`src/rtl/vec_elem_tx_if.sv`:
```
// Element transmitter bus: command, VRF read port and the outgoing valid/ready element stream.
// master is the transmitter side; slave is the command source, VRF and element consumer.
interface vec_elem_tx_if #(
  parameter int els_p   = 32,
  parameter int vlen_p  = 8,
  parameter int vdw_p   = 32,
  parameter int lanes_p = 4
);
  localparam int v_addr_width_lp = (els_p <= 1) ? 1 : $clog2(els_p);
  localparam int groups_lp       = vlen_p / lanes_p;
  localparam int grp_width_lp    = (groups_lp <= 1) ? 1 : $clog2(groups_lp);

  logic                         cmd_v_i;
  logic [v_addr_width_lp-1:0]   cmd_vaddr_i;
  logic                         cmd_ready_o;
  logic                         rd_v_o;
  logic [v_addr_width_lp-1:0]   rd_vaddr_o;
  logic [grp_width_lp-1:0]      rd_group_o;
  logic [lanes_p*vdw_p-1:0]     rd_data_i;
  logic [vdw_p-1:0]             element_o;
  logic                         v_o;
  logic                         ready_i;
  logic                         last_o;
  logic                         busy_o;

  modport master (
    input  cmd_v_i, cmd_vaddr_i, rd_data_i, ready_i,
    output cmd_ready_o, rd_v_o, rd_vaddr_o, rd_group_o,
           element_o, v_o, last_o, busy_o
  );

  modport slave (
    output cmd_v_i, cmd_vaddr_i, rd_data_i, ready_i,
    input  cmd_ready_o, rd_v_o, rd_vaddr_o, rd_group_o,
           element_o, v_o, last_o, busy_o
  );
endinterface

```
`src/rtl/vec_elem_tx.sv`:
```
// Reads one vector register from the VRF a lane group at a time and serializes
// its elements, element 0 first, onto a valid/ready stream.
module vec_elem_tx #(
  parameter int els_p   = 32,
  parameter int vlen_p  = 8,
  parameter int vdw_p   = 32,
  parameter int lanes_p = 4
) (
  input  logic               clk_i,
  input  logic               reset_i,
  vec_elem_tx_if.master      bus
);
  localparam int v_addr_width_lp = (els_p <= 1) ? 1 : $clog2(els_p);
  localparam int groups_lp       = vlen_p / lanes_p;
  localparam int grp_width_lp    = (groups_lp <= 1) ? 1 : $clog2(groups_lp);
  localparam int idx_width_lp    = (lanes_p <= 1) ? 1 : $clog2(lanes_p);

  localparam logic [idx_width_lp-1:0] idx_last_lp = idx_width_lp'(lanes_p - 1);
  localparam logic [grp_width_lp-1:0] grp_last_lp = grp_width_lp'(groups_lp - 1);

  typedef enum logic [1:0] {IDLE, RD, CAP, SEND} state_e;

  state_e                          state_r, state_n;
  logic [v_addr_width_lp-1:0]      vaddr_r;
  logic [grp_width_lp-1:0]         group_r;
  logic [idx_width_lp-1:0]         idx_r;
  logic [lanes_p-1:0][vdw_p-1:0]   buf_r;

  logic accept, xfer, lane_done, grp_done;

  assign accept    = (state_r == IDLE) & bus.cmd_v_i;
  assign xfer      = (state_r == SEND) & bus.ready_i;
  assign lane_done = (idx_r == idx_last_lp);
  assign grp_done  = (group_r == grp_last_lp);

  always_ff @(posedge clk_i or posedge reset_i) begin
    if (reset_i) state_r <= IDLE;
    else         state_r <= state_n;
  end

  always_comb begin
    state_n = state_r;
    unique case (state_r)
      IDLE:    if (accept) state_n = RD;
      RD:      state_n = CAP;
      CAP:     state_n = SEND;
      SEND:    if (xfer && lane_done) state_n = grp_done ? IDLE : RD;
      default: state_n = IDLE;
    endcase
  end

  // Counters only advance on an accepted transfer and stop at their limits;
  // the next group or command reloads them rather than letting them wrap.
  always_ff @(posedge clk_i or posedge reset_i) begin
    if (reset_i) begin
      vaddr_r <= '0;
      group_r <= '0;
      idx_r   <= '0;
      buf_r   <= '0;
    end else begin
      if (accept) begin
        vaddr_r <= bus.cmd_vaddr_i;
        group_r <= '0;
      end
      if (state_r == CAP) begin
        buf_r <= bus.rd_data_i;
        idx_r <= '0;
      end
      if (xfer) begin
        if (!lane_done)     idx_r   <= idx_r + idx_width_lp'(1);
        else if (!grp_done) group_r <= group_r + grp_width_lp'(1);
      end
    end
  end

  // Outputs decode straight from the state register so that reset clears
  // v_o and rd_v_o the moment it is asserted.
  always_comb begin
    bus.cmd_ready_o = (state_r == IDLE);
    bus.busy_o      = (state_r != IDLE);
    bus.rd_v_o      = (state_r == RD);
    bus.rd_vaddr_o  = vaddr_r;
    bus.rd_group_o  = group_r;
    bus.v_o         = (state_r == SEND);
    bus.element_o   = '0;
    bus.last_o      = 1'b0;
    if (state_r == SEND) begin
      bus.element_o = buf_r[idx_r];
      bus.last_o    = lane_done & grp_done;
    end
  end
endmodule

```
`src/flat_wrapper.sv`:
```
// flat-port wrapper written by rule: the top's interface ports become plain ports
module vec_elem_tx_flat 
#(
  parameter int els_p   = 32,
  parameter int vlen_p  = 8,
  parameter int vdw_p   = 32,
  parameter int lanes_p = 4
)
  (clk_i, reset_i, bus_cmd_v_i, bus_cmd_vaddr_i, bus_rd_data_i, bus_ready_i, bus_cmd_ready_o, bus_rd_v_o, bus_rd_vaddr_o, bus_rd_group_o, bus_element_o, bus_v_o, bus_last_o, bus_busy_o);
  vec_elem_tx_if #(.els_p(els_p), .vlen_p(vlen_p), .vdw_p(vdw_p), .lanes_p(lanes_p)) bus_i ();
  input  logic clk_i;
  input  logic reset_i;
  input wire logic [$bits(bus_i.cmd_v_i)-1:0] bus_cmd_v_i;
  input wire logic [$bits(bus_i.cmd_vaddr_i)-1:0] bus_cmd_vaddr_i;
  input wire logic [$bits(bus_i.rd_data_i)-1:0] bus_rd_data_i;
  input wire logic [$bits(bus_i.ready_i)-1:0] bus_ready_i;
  output wire logic [$bits(bus_i.cmd_ready_o)-1:0] bus_cmd_ready_o;
  output wire logic [$bits(bus_i.rd_v_o)-1:0] bus_rd_v_o;
  output wire logic [$bits(bus_i.rd_vaddr_o)-1:0] bus_rd_vaddr_o;
  output wire logic [$bits(bus_i.rd_group_o)-1:0] bus_rd_group_o;
  output wire logic [$bits(bus_i.element_o)-1:0] bus_element_o;
  output wire logic [$bits(bus_i.v_o)-1:0] bus_v_o;
  output wire logic [$bits(bus_i.last_o)-1:0] bus_last_o;
  output wire logic [$bits(bus_i.busy_o)-1:0] bus_busy_o;
  assign bus_i.cmd_v_i = bus_cmd_v_i;
  assign bus_i.cmd_vaddr_i = bus_cmd_vaddr_i;
  assign bus_i.rd_data_i = bus_rd_data_i;
  assign bus_i.ready_i = bus_ready_i;
  assign bus_cmd_ready_o = bus_i.cmd_ready_o;
  assign bus_rd_v_o = bus_i.rd_v_o;
  assign bus_rd_vaddr_o = bus_i.rd_vaddr_o;
  assign bus_rd_group_o = bus_i.rd_group_o;
  assign bus_element_o = bus_i.element_o;
  assign bus_v_o = bus_i.v_o;
  assign bus_last_o = bus_i.last_o;
  assign bus_busy_o = bus_i.busy_o;
  vec_elem_tx #(.els_p(els_p), .vlen_p(vlen_p), .vdw_p(vdw_p), .lanes_p(lanes_p)) u_core (.clk_i(clk_i), .reset_i(reset_i), .bus(bus_i));
endmodule
```
`config.mk`:
```
export PLATFORM = sky130hd
export DESIGN_NAME = vec_elem_tx_flat
export DESIGN_NICKNAME = d
export VERILOG_FILES = /design/src/rtl/vec_elem_tx_if.sv /design/src/rtl/vec_elem_tx.sv /design/src/flat_wrapper.sv
export SDC_FILE = /design/constraint.sdc
export NUM_CORES = 1
export LEC_CHECK = 0
export ABC_AREA = 1
export CORE_MARGIN = 2
export CORE_UTILIZATION = 57
export CTS_BUF_LIST = sky130_fd_sc_hd__clkbuf_2 sky130_fd_sc_hd__clkbuf_4 sky130_fd_sc_hd__clkbuf_8
export CTS_CLUSTER_SIZE = 8
export DETAILED_ROUTE_END_ITERATION = 10
export DONT_BUFFER_PORTS = 1
export PLACE_DENSITY = 0.72
export SETUP_SLACK_MARGIN = 0.3
export SLEW_MARGIN = 20
export SYNTH_ARGS = -nofsm -noshare
export SYNTH_HDL_FRONTEND = slang
export SYNTH_SLANG_ARGS = --single-unit
```
`constraint.sdc`:
```
create_clock -name clk_i -period 9.3 [get_ports clk_i]
set_clock_uncertainty 0.15 [all_clocks]
set_input_delay 1.86 -clock clk_i [delete_from_list [all_inputs] [get_ports clk_i]]
set_output_delay 1.86 -clock clk_i [all_outputs]
set_load 0.05 [all_outputs]
```
======== After elaboration in Yosys (flattened, before gate mapping) ========
Cells that the tools add are included.
word-level totals
  register bits after elaboration ......... 138
  bits of input ports ..................... 137
  output and inout port bits .............. 43
  word-level logic and storage cells ...... 39
operators by class
  $add $sub $neg .......................... 2
  order comparisons ....................... 1
  equality and inequality tests ........... 6
  mux-type cells .......................... 15
  bitwise logic cells ..................... 3
  reduce and logical (&&, ||, !) cells .... 4
operators with widths
  cell                                                    number
  binary-select mux 32 bit (select 2 bit)                 1
  2-to-1 mux 32 bit                                       2
  2-to-1 mux 2 bit                                        5
  case mux 2 bit (4 select lines)                         1
  == test 2 bit (second input constant)                   3
  2-to-1 mux 1 bit                                        6
  inequality test 2 x 1 -> 1 bit (second input constant)  2
  AND 1 bit                                               3
  < comparator 2 x 3 -> 1 bit (second input constant)     1
  adder 2 x 1 -> 2 bit (second input constant)            1
  == test 2 x 1 -> 1 bit (second input constant)          1
  logical NOT 2 bit                                       1
  AND reduction 2 bit                                     1
  nonzero test 2 bit                                      1
  adder 1 bit (second input constant)                     1
  logical AND 1 bit                                       1

======== Depth between registers and ports, before layout ========
Gate-level depths: netlist of the first run.
  word-level depth ........................ 6
  depth in mapped cells ................... 7

======== Least setup slack after synthesis of the first run ========
No wires, ideal clock.
  kind .................................... flip-flop to output port
  from .................................... register u_core.state_r[0]
  to ...................................... output bus_last_o
  arrival ................................. 1.686 ns
  required time ........................... 7.290 ns
  slack ................................... 5.604 ns
  stages on the path, launching flop included .. 4
  path buffers ............................ 0
  cells stage by stage .................... dfrtp_1 > ha_1 > nand2_1 > nor2_1
between the ends
  cells in the longest elaborated chain, start to end .. 2
RTL lines
  item                    line                RTL
  from (decl)             vec_elem_tx.sv:23   state_e state_r, state_n;
  from (signal assigned)  vec_elem_tx.sv:38   else state_r <= state_n;
  == test 2 bit           --
  via bus_v_o             flat_wrapper.sv:22  output wire logic [$bits(bus_i.v_o)-1:0] bus_v_o;
  2-to-1 mux 1 bit        vec_elem_tx.sv:87   if (state_r == SEND) begin
  to (decl)               flat_wrapper.sv:23  output wire logic [$bits(bus_i.last_o)-1:0] bus_last_o;
The timed path passes the listed nets, and every way through them passes these cells.

======== Final worst setup path of the first run ========
  from .................................... register u_core.idx_r[0]
  to ...................................... output bus_element_o[1]
between the ends
  cells in the longest elaborated chain, start to end .. 3
RTL lines
  item                                     line                RTL
  from (decl)                              vec_elem_tx.sv:26   logic [idx_width_lp-1:0] idx_r;
  from (signal assigned)                   vec_elem_tx.sv:70   if (!lane_done) idx_r <= idx_r + idx_width_lp'(1);
  binary-select mux 32 bit (select 2 bit)  vec_elem_tx.sv:88   bus.element_o = buf_r[idx_r];
  2-to-1 mux 32 bit (not written as such)  vec_elem_tx.sv:88
  2-to-1 mux 32 bit                        vec_elem_tx.sv:87
  to (decl)                                flat_wrapper.sv:21  output wire logic [$bits(bus_i.element_o)-1:0] bus_element_o;
Every way passes these cells. The select of a mux whose other input is x is not followed.

==> results.sh, run 1 <==
export IMPL_insertion_delay_ps=440
export IMPL_dieArea_um2=12600
export IMPL_num_vias=5365
export IMPL_htreeDepth=4
export IMPL_final_nets=975
export IMPL_power_mw=2.84
export IMPL_io_buffers=0
export IMPL_holdWs_ps=357
export IMPL_fin_cells=986
export IMPL_max_cap_violations=0
export IMPL_grt_overflow=0
export IMPL_holdBufCountCts=0
export IMPL_clkSinkCount=138
export IMPL_setup_tns_final_ps=0
export IMPL_syn_area_per_cell_um2=7.77
export IMPL_ff2ff_path_depth=5
export IMPL_drive_gt1_share_pct=5.46
export IMPL_outcome="finished, final reports clean"
export IMPL_grt_pass1_wl_um=27500
export IMPL_die_width_um=112
export IMPL_cp_slowest_stage_delay_ps=970
export IMPL_irDropWorstVdd_mv=0.226
export IMPL_grt_max_degree=113
export IMPL_num_rows=39
export IMPL_period_share_pct=61.7
export IMPL_numCtsBuffers=17
export IMPL_min_from="u_core.buf_r[37]"
export IMPL_utilization_pct=61.0
export IMPL_hold_path_class="reg2reg"
export IMPL_grt_setup_unrepaired="false"
export IMPL_cts_tree="yes"
export IMPL_ios=180
export IMPL_tightest_slew_ps=1210
export IMPL_max_slew_margin_pct=19.5
export IMPL_startpoint="u_core.idx_r[0]"
export IMPL_path_class="reg2out"
export IMPL_via_per_inst=5.44
export IMPL_yosys_warnings=0
export IMPL_timing_rr_start="u_core.state_r[0]"
export IMPL_start_util_pct=58.5
export IMPL_power_per_cell_area_nw_per_um2=407
export IMPL_drtIter0Drc=489
export IMPL_dpl_cell_count=955
export IMPL_post_cts_buffers=0
export IMPL_syn_nets=1004
export IMPL_place_congestion=0.951
export IMPL_whs_path_depth=2
export IMPL_max_freq_mhz=174
export IMPL_p_leak_nw=3.48
export IMPL_layout_commonest_cell="nand2_1"
export IMPL_antenna_found_initial=0
export IMPL_grt_pass1_vias=5386
export IMPL_core_area_um2=11400
export IMPL_setup_violations=0
export IMPL_ys_seq_elements=138
export IMPL_ctsResizeCount=0
export IMPL_cp_arrival_ps=3730
export IMPL_grtUsageTotal_pct=28.4
export IMPL_drtAntennaViolNets=0
export IMPL_final_hold_viol_count=0
export IMPL_worstPathRequired_ps=7290
export IMPL_antenna_cells=0
export IMPL_critPathCaptureType="output port"
export IMPL_drc_errors=0
export IMPL_synth_distinct_cells=17
export IMPL_cp_start_kind="flip-flop"
export IMPL_layout_common_cells="281 x nand2_1, 137 x dfrtp_1, 136 x inv_1"
export IMPL_routedWlPerCell_um=17.6
export IMPL_crit_chain="buf_4 -> clkinv_2 -> nand2_1 -> nand3_1 -> a21oi_1"
export IMPL_path_max_fanout=64
export IMPL_slowest_stage="a21oi_1"
export IMPL_finalMaxSlewViolations=0
export IMPL_clockBufferDepth=2
export IMPL_die_h_um=112
export IMPL_routed_wl_um=17300
export IMPL_syn_to_final_growth_pct=4.31
export IMPL_clk_pin_slew_ps=70
export IMPL_dr_pass1_iters=5
export IMPL_cts_root_buffer="clkbuf_8"
export IMPL_synth_seq_area_share_pct=51.7
export IMPL_min_period_ps=5740
export IMPL_dp_hpwl_um=12300
export IMPL_synth_area_um2=6680
export IMPL_synthCells=860
where the power goes:
part / switching (mW) / internal (mW) / leakage [nW]
clock: 0.219 / 0.261 / 0.199
combinational: 1.01 / 0.322 / 1.58
sequential: 0.133 / 0.893 / 1.70
total: 1.36 / 1.48 / 3.48
worst max-delay path: cells and delay by family, from the launching register on:
| family | cells | cell delay (ps) |
|---|---|---|
| AOI/OAI and AO/OA | 1 | 970 |
| DFF | 1 | 580 |
| and+or+nand+nor | 2 | 370 |
| buffers and inverters | 2 | 1330 |
routing by layer:
| layer | share of wire [%] | track usage, % | wire (um) | vias to the layer above |
|---|---|---|---|---|
| met5 | 0 | 0 | 0 | - |
| met4 | 3.0 | 12.7 | 527 | 0 |
| met3 | 8.3 | 8.69 | 1430 | 38 |
| met2 | 49 | 46.3 | 8570 | 237 |
| met1 | 39 | 35.1 | 6800 | 2501 |
| li1 | - | - | - | 2589 |
cells in the mapped netlist:
| master | number | area share [%] |
|---|---|---|
| a21oi_1 | 32 | 2.4 |
| buf_4 | 5 | 0.56 |
| clkbuf_1 | 17 | 0.96 |
| dfrtp_1 | 138 | 52 |
| buf_6 | 15 | 2.5 |
| nor2_1 | 1 | 0.056 |
| nand3_1 | 77 | 5.8 |
| o21ai_1 | 75 | 5.6 |
| inv_2 | 2 | 0.11 |
| buf_2 | 9 | 0.67 |
| o21bai_1 | 1 | 0.11 |
| inv_1 | 138 | 7.8 |
| nand2_1 | 281 | 16 |
| clkbuf_2 | 7 | 0.52 |
| o211ai_1 | 1 | 0.11 |
| ha_1 | 7 | 1.3 |
| o21ai_0 | 54 | 4.0 |
stage by stage:
| stage | cell area (um^2) | worst slack (ps) |
|---|---|---|
| 5_1_grt | 6970 | 3320 |
| 3_5_place_dp | 6570 | 4430 |
| 6_report | 6970 | 3560 |
| 2_1_floorplan | 6680 | 3590 |
| 3_3_place_gp | 6570 | 4420 |
| 4_1_cts | 6960 | 3930 |
flip-flops by register name, summed over array words and instances, names as in the netlist:
register and flops:
u_core.buf_r 128, u_core.bus.rd_vaddr_o 5, u_core.idx_r 2, u_core.state_r 2
u_core.bus.rd_group_o 1
worst paths after layout:
kind / endpoint / slack [ps]
setup / recovery: bus_element_o[1] / 3560
hold / removal: u_core.buf_r[37] / 360
setup reg to reg: u_core.buf_r[1] / 6730
hold reg to reg: u_core.buf_r[37] / 360
max in group asynchronous: u_core.buf_r[119] / 6450
min in group asynchronous: u_core.buf_r[72] / 1230
kinds of logic after synthesis:
kind of cell / synth area share (%)
simple gates: 21.6
fa+ha+maj: 1.31
flops: 51.7
compound gates: 12.3
buf+inv: 13.1
cell type report:
cell class,count,area [um^2]
multi-input combinational,529,2380
fill,1058,4450
clock buffer,23,292
tap,143,179
sequential,138,3450
inverter,140,532
clock inverter,8,95.1
timing repair buffer,5,37.5
Power figures use the tool's default switching activity.
==> run 2: changes to the inputs <==
==> constraint.sdc (replaced) <==
create_clock -name clk_i -period 5.45 [get_ports clk_i]
set_clock_uncertainty 0.15 [all_clocks]
set_input_delay 1.09 -clock clk_i [delete_from_list [all_inputs] [get_ports clk_i]]
set_output_delay 1.09 -clock clk_i [all_outputs]
set_load 0.05 [all_outputs]
==> run 2 against run 1 <==
- clock-buffer cell count is 6 higher
- critical path depth is 1 lower
- routed wire length is 2.5% lower
- critical endpoint is now bus_element_o[13]
- core utilization hardly changed
- register-to-register slack worse by 3900 ps
- critical path type unchanged
- largest power group unchanged
- highest routed layer unchanged
- flip-flop and latch count stayed put
- worst hold slack hardly changed
==> results.sh, run 2 (synthesized netlist as in run 1, its figures left out) <==
export IMPL_final_nets=975
export IMPL_ios=180
export IMPL_final_hold_viol_count=0
export IMPL_dp_hpwl_um=11600
export IMPL_layout_commonest_cell="nand2_1"
export IMPL_path_max_fanout=64
export IMPL_numCtsBuffers=17
export IMPL_min_period_ps=4380
export IMPL_outcome="finished, final reports clean"
export IMPL_placed_area_um2=6570
export IMPL_gr_usage_met1_pct=34.8
export IMPL_clockBufferDepth=2
export IMPL_finalMaxSlewViolations=0
export IMPL_drc_errors=0
export IMPL_worstPathRequired_ps=4210
export IMPL_period_share_pct=80.4
export IMPL_core_area_um2=11400
export IMPL_p_leak_nw=3.48
export IMPL_start_util_pct=58.5
export IMPL_largest_register="u_core.buf_r"
export IMPL_clkSinkCount=138
export IMPL_irDropWorstVdd_mv=0.484
export IMPL_grt_max_degree=135
export IMPL_gr_max_usage_layer="met2"
export IMPL_finish_instance_area_um2=6970
export IMPL_insertion_delay_ps=450
export IMPL_io_buffers=0
export IMPL_drtIter0Drc=490
export IMPL_grtUsageTotal_pct=27.5
export IMPL_hold_path_class="reg2reg"
export IMPL_grt_setup_unrepaired="false"
export IMPL_cp_start_kind="flip-flop"
export IMPL_max_slew_margin_pct=26.3
export IMPL_layout_common_cells="281 x nand2_1, 137 x inv_1, 137 x dfrtp_1"
export IMPL_grt_use_met3_pct=8.91
export IMPL_startpoint="u_core.idx_r[0]"
export IMPL_place_congestion=0.988
export IMPL_path_class="reg2out"
export IMPL_max_freq_mhz=228
export IMPL_routed_wl_um=16900
export IMPL_routedWlPerCell_um=17.2
export IMPL_post_cts_buffers=0
export IMPL_setup_tns_final_ps=0
export IMPL_cp_arrival_ps=3140
export IMPL_holdBufCountCts=0
export IMPL_tightest_slew_ps=1110
export IMPL_grt_pass1_vias=5278
export IMPL_grt_pass1_wl_um=26700
export IMPL_antenna_cells=0
export IMPL_max_cap_violations=0
export IMPL_dr_pass1_iters=6
export IMPL_die_h_um=112
export IMPL_cts_tree="yes"
export IMPL_grt_overflow=0
export IMPL_antenna_found_initial=0
export IMPL_ctsResizeCount=0
export IMPL_power_per_cell_area_nw_per_um2=691
export IMPL_dieArea_um2=12600
export IMPL_cts_root_buffer="clkbuf_8"
export IMPL_ff2ff_path_depth=7
export IMPL_setup_violations=0
export IMPL_whs_path_depth=2
export IMPL_largest_reg_flops=128
export IMPL_drive_gt1_share_pct=4.75
export IMPL_timing_rr_start="u_core.state_r[0]"
export IMPL_num_vias=5353
export IMPL_clk_pin_slew_ps=60
export IMPL_critPathCaptureType="output port"
export IMPL_die_width_um=112
export IMPL_drtAntennaViolNets=0
export IMPL_via_per_inst=5.43
export IMPL_num_rows=39
export IMPL_htreeDepth=4
export IMPL_min_from="u_core.buf_r[66]"
export IMPL_met2_usage_pct=43.7
export IMPL_syn_to_final_growth_pct=4.25
==> run 2: area by class of cell <==
class / count / area, um^2
Fill cell: 1041 / 4450
Sequential cell: 138 / 3450
Multi-Input combinational cell: 529 / 2360
Inverter: 140 / 532
Clock buffer: 29 / 368
Tap cell: 143 / 179
Timing Repair Buffer: 5 / 62.6
Clock inverter: 1 / 5.00
==> run 2: power breakdown <==
part	internal [mW]	switching (mW)	total, mW	leakage, nW
registers	1.52	0.221	1.74	1.70
clock network	0.420	0.360	0.781	0.199
logic	0.563	1.72	2.29	1.58
total	2.51	2.31	4.81	3.48
==> run 2: metal layers <==
layer | routed length, um | share of wire, %
met4 | 519 | 3.1
met2 | 8090 | 48
met5 | 0 | 0
met1 | 6750 | 40
met3 | 1550 | 9.2
==> run 2: per-stage QoR <==
step / worst slack [ps] / utilization [%] / hold slack, ps / instances / power, mW
floorplan: 514 / - / 324 / 860 / 3.65
CTS: 1470 / 60.8 / 358 / 984 / 4.82
finish: 1070 / 61.0 / 357 / 985 / 4.81
global route: 863 / 61.0 / 374 / 985 / 5.19
global placement: 1980 / 57.5 / 336 / 954 / 3.98
detailed placement: 1970 / 57.5 / 343 / 954 / 4.04
==> run 2: worst max-delay path, cell delays in order (launching register included) <==
cell,delay (ps)
dfrtp_2,480
clkinv_2,780
nand2_1,310
nand3_1,190
a21oi_1,890
==> run 2: final timing paths <==
kind	end	slack (ps)
setup / recovery	bus_element_o[13]	1070
hold / removal	u_core.buf_r[66]	360
setup reg to reg	u_core.idx_r[0]	2840
hold reg to reg	u_core.buf_r[66]	360
max in group asynchronous	u_core.buf_r[43]	3480
min in group asynchronous	u_core.buf_r[72]	510
==> RTL edit 1: new RTL, settings of run 2 <==
Re-encode `state_e` (4 states) as one-hot, 4 bits wide.
--- a/src/rtl/vec_elem_tx.sv
+++ b/src/rtl/vec_elem_tx.sv
@@ -20,3 +20,3 @@
 
-  typedef enum logic [1:0] {IDLE, RD, CAP, SEND} state_e;
+  typedef enum logic [3:0] {IDLE = 4'b0001, RD = 4'b0010, CAP = 4'b0100, SEND = 4'b1000} state_e;
 
Behaviour: no difference found for any inputs over 10 cycles, from zero or initial values and one cycle with reset_i high; not proved beyond that.
==> RTL edit 1 against run 2 <==
- cell count grew 1.0%
- sequential power grew 10%
- power shrank 11%
- setup slack gained 0.25 ns
- highest routed layer unchanged
- sequential cell count grew 2
- critical path type unchanged
- routed wire length shrank 4.0%
- hold slack lost 0.037 ns
- synthesized area shrank 2.1%
- final area grew 2.0%
- register-to-register slack gained 0.02 ns
==> RTL edit 1: results (changes against run 2) <==
Pwr
  – Leak: 3.55 nW (+1.9%)
  – Maximum vdd drop: 360 µV (-26%)

Placed design
  – Placed Cells: 964 (+1.0%)
  – Placement Setup Slack: 1.86 ns (-0.116 ns)
  – Port buffer count: 0 (unchanged)
  – DP Wirelength: 11000 µm (-4.7%)
  – Placer Congestion: 0.883 (-11%)
  – DP Area: 6650 µm² (+1.2%)

Synth
  – Synth Instances: 835 (-2.9%)
  – Commonest cells in the netlist: 348 x nand2_1, 139 x dfrtp_1, 96 x o21ai_0
  – Mapped Nets: 973 (-3.1%)
  – Yosys cell types: 23 (+6)
  – Top cells by area, synth: dfrtp_1 53%, nand2_1 20%, o21ai_0 7.3%, a21oi_1 4.9%, nor2_1 4.2%
  – Register area share after synthesis: 53.6% (+1.9 points)

Layout
  – # nets final: 978 (+0.31%)
  – Biggest register: u_core.buf_r
  – Fraction of layout cells with a size suffix above 1: 9.51% (+4.8 points)
  – # fillers: 1009 (-3.1%)
  – Final non-filler cell total: 995 (+1.0%)

Worst setup path
  – Worst-path maximum fanout: 59 (-7.8%)
  – WP data arrival: 2.90 ns (-0.24 ns)

Timing
  – Worst Tran Pin Value: 1.02 ns (-0.0854 ns)

Global routing
  – Total global-route track usage: 26.9% (-0.62 points)
  – First-pass GRT wire length: 26200 µm (-1.8%)
  – Number of global-route vias before repair: 5144 (-2.5%)
  – Largest net degree at the start of global routing: 112 (-17%)

Detailed routing
  – Routed len/inst: 16.3 µm (-5.0%)
  – Iter 0 DRT Violations: 447 (-8.8%)
  – DR pass1 iterations: 7 (+1)
  – Vias: 5407 (+1.0%)

Clock tree
  – Root Buffer: clkbuf_8
  – Resized cells post-CTS: 0 (unchanged)
  – Skew-Pair Late Insertion Delay: 0.43 ns (-0.02 ns)

Status
  – Status: finished clean
==> RTL edit 1: changes by cell type after synthesis, sizes merged, moves of 6 or more <==
cell	delta
inv	-95
nand3	-76
nor2	+76
nand2	+69
a21oi	+32
o21ai	-25
clkbuf	-11
buf	+9
ha	-6
==> RTL edit 1: cell type report <==
class / count / area, µm² / share of cell area (%)
multi-input combinational: 599 / 2510 / 35.3
inverter: 45 / 176 / 2.48
timing repair buffer: 37 / 278 / 3.91
clock inverter: 9 / 159 / 2.24
tap: 143 / 179 / 2.52
clock buffer: 22 / 297 / 4.17
sequential: 140 / 3510 / 49.3
==> RTL edit 1: kinds of logic after synthesis <==
family	count (synthesis)	synth area share (%)
simple gates	430	25.3
fa+ha+maj	1	0.191
buf+inv	96	8.02
flops	140	53.6
compound gates	168	12.9
==> RTL edit 1: worst max-delay path: stages (launching register included) <==
cell and delay, ns:
dfrtp_2 0.92, inv_1 0.72, o21ai_0 0.44, a21oi_1 0.15
buf_4 0.22
==> RTL edit 1: power by group <==
group | leakage (nW) | total (mW) | switching, mW | internal [mW]
clock network | 0.229 | 0.943 | 0.390 | 0.553
registers | 1.68 | 1.92 | 0.358 | 1.56
logic | 1.64 | 1.44 | 0.994 | 0.449
==> RTL edit 1: worst paths after layout <==
check	slack, ns	end	start	cells past startpoint
worst min register to register	0.32	u_core.buf_r[16]$_DFFE_PP0P_	u_core.buf_r[16]$_DFFE_PP0P_	2
worst max register to register	2.86	u_core.buf_r[99]$_DFFE_PP0P_	u_core.state_r[3]$_DFFE_PP0P_	6
worst min-delay path	0.32	u_core.buf_r[16]$_DFFE_PP0P_	u_core.buf_r[16]$_DFFE_PP0P_	2
min in group asynchronous	0.58	u_core.buf_r[91]$_DFFE_PP0P_	reset_i	1
max in group asynchronous	3.54	u_core.buf_r[77]$_DFFE_PP0P_	reset_i	2
worst max-delay path	1.31	bus_element_o[23]	u_core.idx_r[0]$_DFF_PP0_	4
==> RTL edit 1: layer usage <==
| metal | track usage [%] | share of wire (%) | vias to the layer above |
|---|---|---|---|
| li1 | - | - | 2618 |
| met1 | 41.6 | 47 | 2538 |
| met2 | 37.5 | 44 | 231 |
| met3 | 7.11 | 7.2 | 20 |
| met4 | 8.07 | 1.5 | 0 |
| met5 | 0 | 0 | - |
==> RTL edit 2: new RTL, flow settings as in run 2 <==
Made on the original files. `vdw_p` is set to 32 in 3 places; all go to 16.
--- a/src/rtl/vec_elem_tx_if.sv
+++ b/src/rtl/vec_elem_tx_if.sv
@@ -5,3 +5,3 @@
   parameter int vlen_p  = 8,
-  parameter int vdw_p   = 32,
+  parameter int vdw_p   = 16,
   parameter int lanes_p = 4
--- a/src/rtl/vec_elem_tx.sv
+++ b/src/rtl/vec_elem_tx.sv
@@ -5,3 +5,3 @@
   parameter int vlen_p  = 8,
-  parameter int vdw_p   = 32,
+  parameter int vdw_p   = 16,
   parameter int lanes_p = 4
--- a/src/flat_wrapper.sv
+++ b/src/flat_wrapper.sv
@@ -5,3 +5,3 @@
   parameter int vlen_p  = 8,
-  parameter int vdw_p   = 32,
+  parameter int vdw_p   = 16,
   parameter int lanes_p = 4
Interface: changed (resized bus_element_o and bus_rd_data_i); port bits go from 180 to 100. The function was not compared with the original's and may differ.
==> RTL edit 2 against run 2 <==
- sequential share of layout area shrank 0.64 points
- synthesized cell count shrank 46%
- routed wire length shrank 52%
- sequential cell count shrank 64
- final area shrank 46%
- power shrank 47%
- core utilization shrank 0.40 points
- synthesized area shrank 46%
- global-route usage shrank 3.2 points
- combinational power shrank 50%
- die area shrank 44%
- first-iteration DRC count shrank 52%
- setup slack gained 0.52 ns
- largest power group unchanged
==> RTL edit 2: results (changes against run 2) <==
Synth
  – Yosys cell types: 17 (unchanged)
  – Adder-cell share of the synthesized area: 2.42% (+1.1 points)
  – Commonest cells in the netlist: 153 x nand2_1, 74 x dfrtp_1, 74 x inv_1
  – Register area share after synthesis: 51.1% (-0.60 points)
  – Xor and xnor fraction of the mapped netlist area: 0% (unchanged)
  – Compound-gate portion of the synthesized area: 11.6% (-0.69 points)
  – Mapped Nets: 546 (-46%)
  – Top cells by area, synth: dfrtp_1 51%, nand2_1 16%, o21ai_0 9.0%, inv_1 7.7%, nand3_1 6.2%
  – Synth Instances: 466 (-46%)
  – Ys flop type: dfrtp_1

Timing
  – Max-slew headroom: 24.1% (-2.2 points)
  – Hold Worst Slack: 0.377 ns (+0.0203 ns)
  – Fin crit share: 70.9% (-9.5 points)

Placed design
  – Placed Cells: 518 (-46%)
  – DP Area: 3570 µm² (-46%)
  – DP Wirelength: 5950 µm (-49%)
  – Placer Congestion: 0.849 (-14%)
  – Placement Setup Slack: 1.95 ns (-0.0215 ns)

Worst setup path
  – Worst-path maximum fanout: 32 (-50%)
  – R2r setup slk: 3.49 ns (+0.65 ns)
  – WP data arrival: 2.62 ns (-0.52 ns)
  – R2R cell count: 6 (-1)

Clock tree
  – Number of CTS-inserted buffers: 9 (-8)
  – H-tree depth: 3 (-1)
  – Skew-Pair Late Insertion Delay: 0.32 ns (-0.13 ns)
  – Clk pin slew, worst setup/hold paths: 0.07 ns

Detailed routing
  – DR pass1 iterations: 5 (-1)
  – Iter 0 DRT Violations: 237 (-52%)
  – Vias/cell: 5.27 (-2.9%)
  – Vias: 2822 (-47%)
  – Final wirelength: 8190 µm (-52%)

Global routing
  – Largest net degree at the start of global routing: 130 (-3.7%)
  – Met1 Track Usage GR: 32.2% (-2.6 points)
  – Total global-route track usage: 24.3% (-3.2 points)
  – First-pass GRT wire length: 13300 µm (-50%)
  – M2 GR Usage: 37.7% (-6.0 points)
  – Met3 Use GR: 5.74% (-3.2 points)

Layout
  – Fraction of layout cells with a size suffix above 1: 5.02% (+0.27 points)
  – Max FFs per register: 64 (-50%)
  – # nets final: 533 (-45%)

Status
  – Status: finished clean

Pwr
  – Maximum vdd drop: 494 µV (+2.2%)
  – Leak: 1.91 nW (-45%)
[RTL edit 2: area by class of cell]
class,instances,area (µm²)
Inverter,76,285
Timing Repair Buffer,3,35.0
Sequential cell,74,1850
Fill cell,581,2460
Multi-Input combinational cell,289,1320
Clock inverter,2,10.0
Tap cell,77,96.3
Clock buffer,14,180
[RTL edit 2: per-layer routing]
| metal | up-vias | part of all wire (%) |
|---|---|---|
| met3 | 23 | 6.6 |
| li1 | 1407 | - |
| met2 | 118 | 46 |
| met4 | 0 | 3.8 |
| met1 | 1274 | 44 |
| met5 | - | 0 |
[RTL edit 2: worst paths after layout]
kind | end | from
worst max-delay path | bus_element_o[6] | u_core.idx_r[0]$_DFF_PP0_
worst min-delay path | u_core.buf_r[39]$_DFFE_PP0P_ | u_core.buf_r[39]$_DFFE_PP0P_
worst max register to register | u_core.idx_r[0]$_DFF_PP0_ | u_core.state_r[0]$_DFFE_PP0P_
worst min register to register | u_core.buf_r[39]$_DFFE_PP0P_ | u_core.buf_r[39]$_DFFE_PP0P_
max in group asynchronous | u_core.buf_r[30]$_DFFE_PP0P_ | reset_i
min in group asynchronous | u_core.buf_r[12]$_DFFE_PP0P_ | reset_i
[RTL edit 2: where the power goes]
group	internal [mW]	switching (mW)	leakage (nW)
Sequential	0.814	0.181	0.915
Combinational	0.295	0.854	0.888
Clock	0.212	0.189	0.103
[RTL edit 2: logic make-up after synthesis]
logic type / after synthesis
adder cells (fa/ha/maj): 7
flip-flops: 74
AND/OR/NAND/NOR: 199
buffers and inverters: 103
AO/OA/AOI/OAI: 83
[RTL edit 2: critical path, stage by stage, from the launching register on]
cell,delay [ns]
dfrtp_1,0.57
buf_4,0.33
inv_2,0.27
nand2_1,0.15
nand3_1,0.09
a21oi_1,0.88
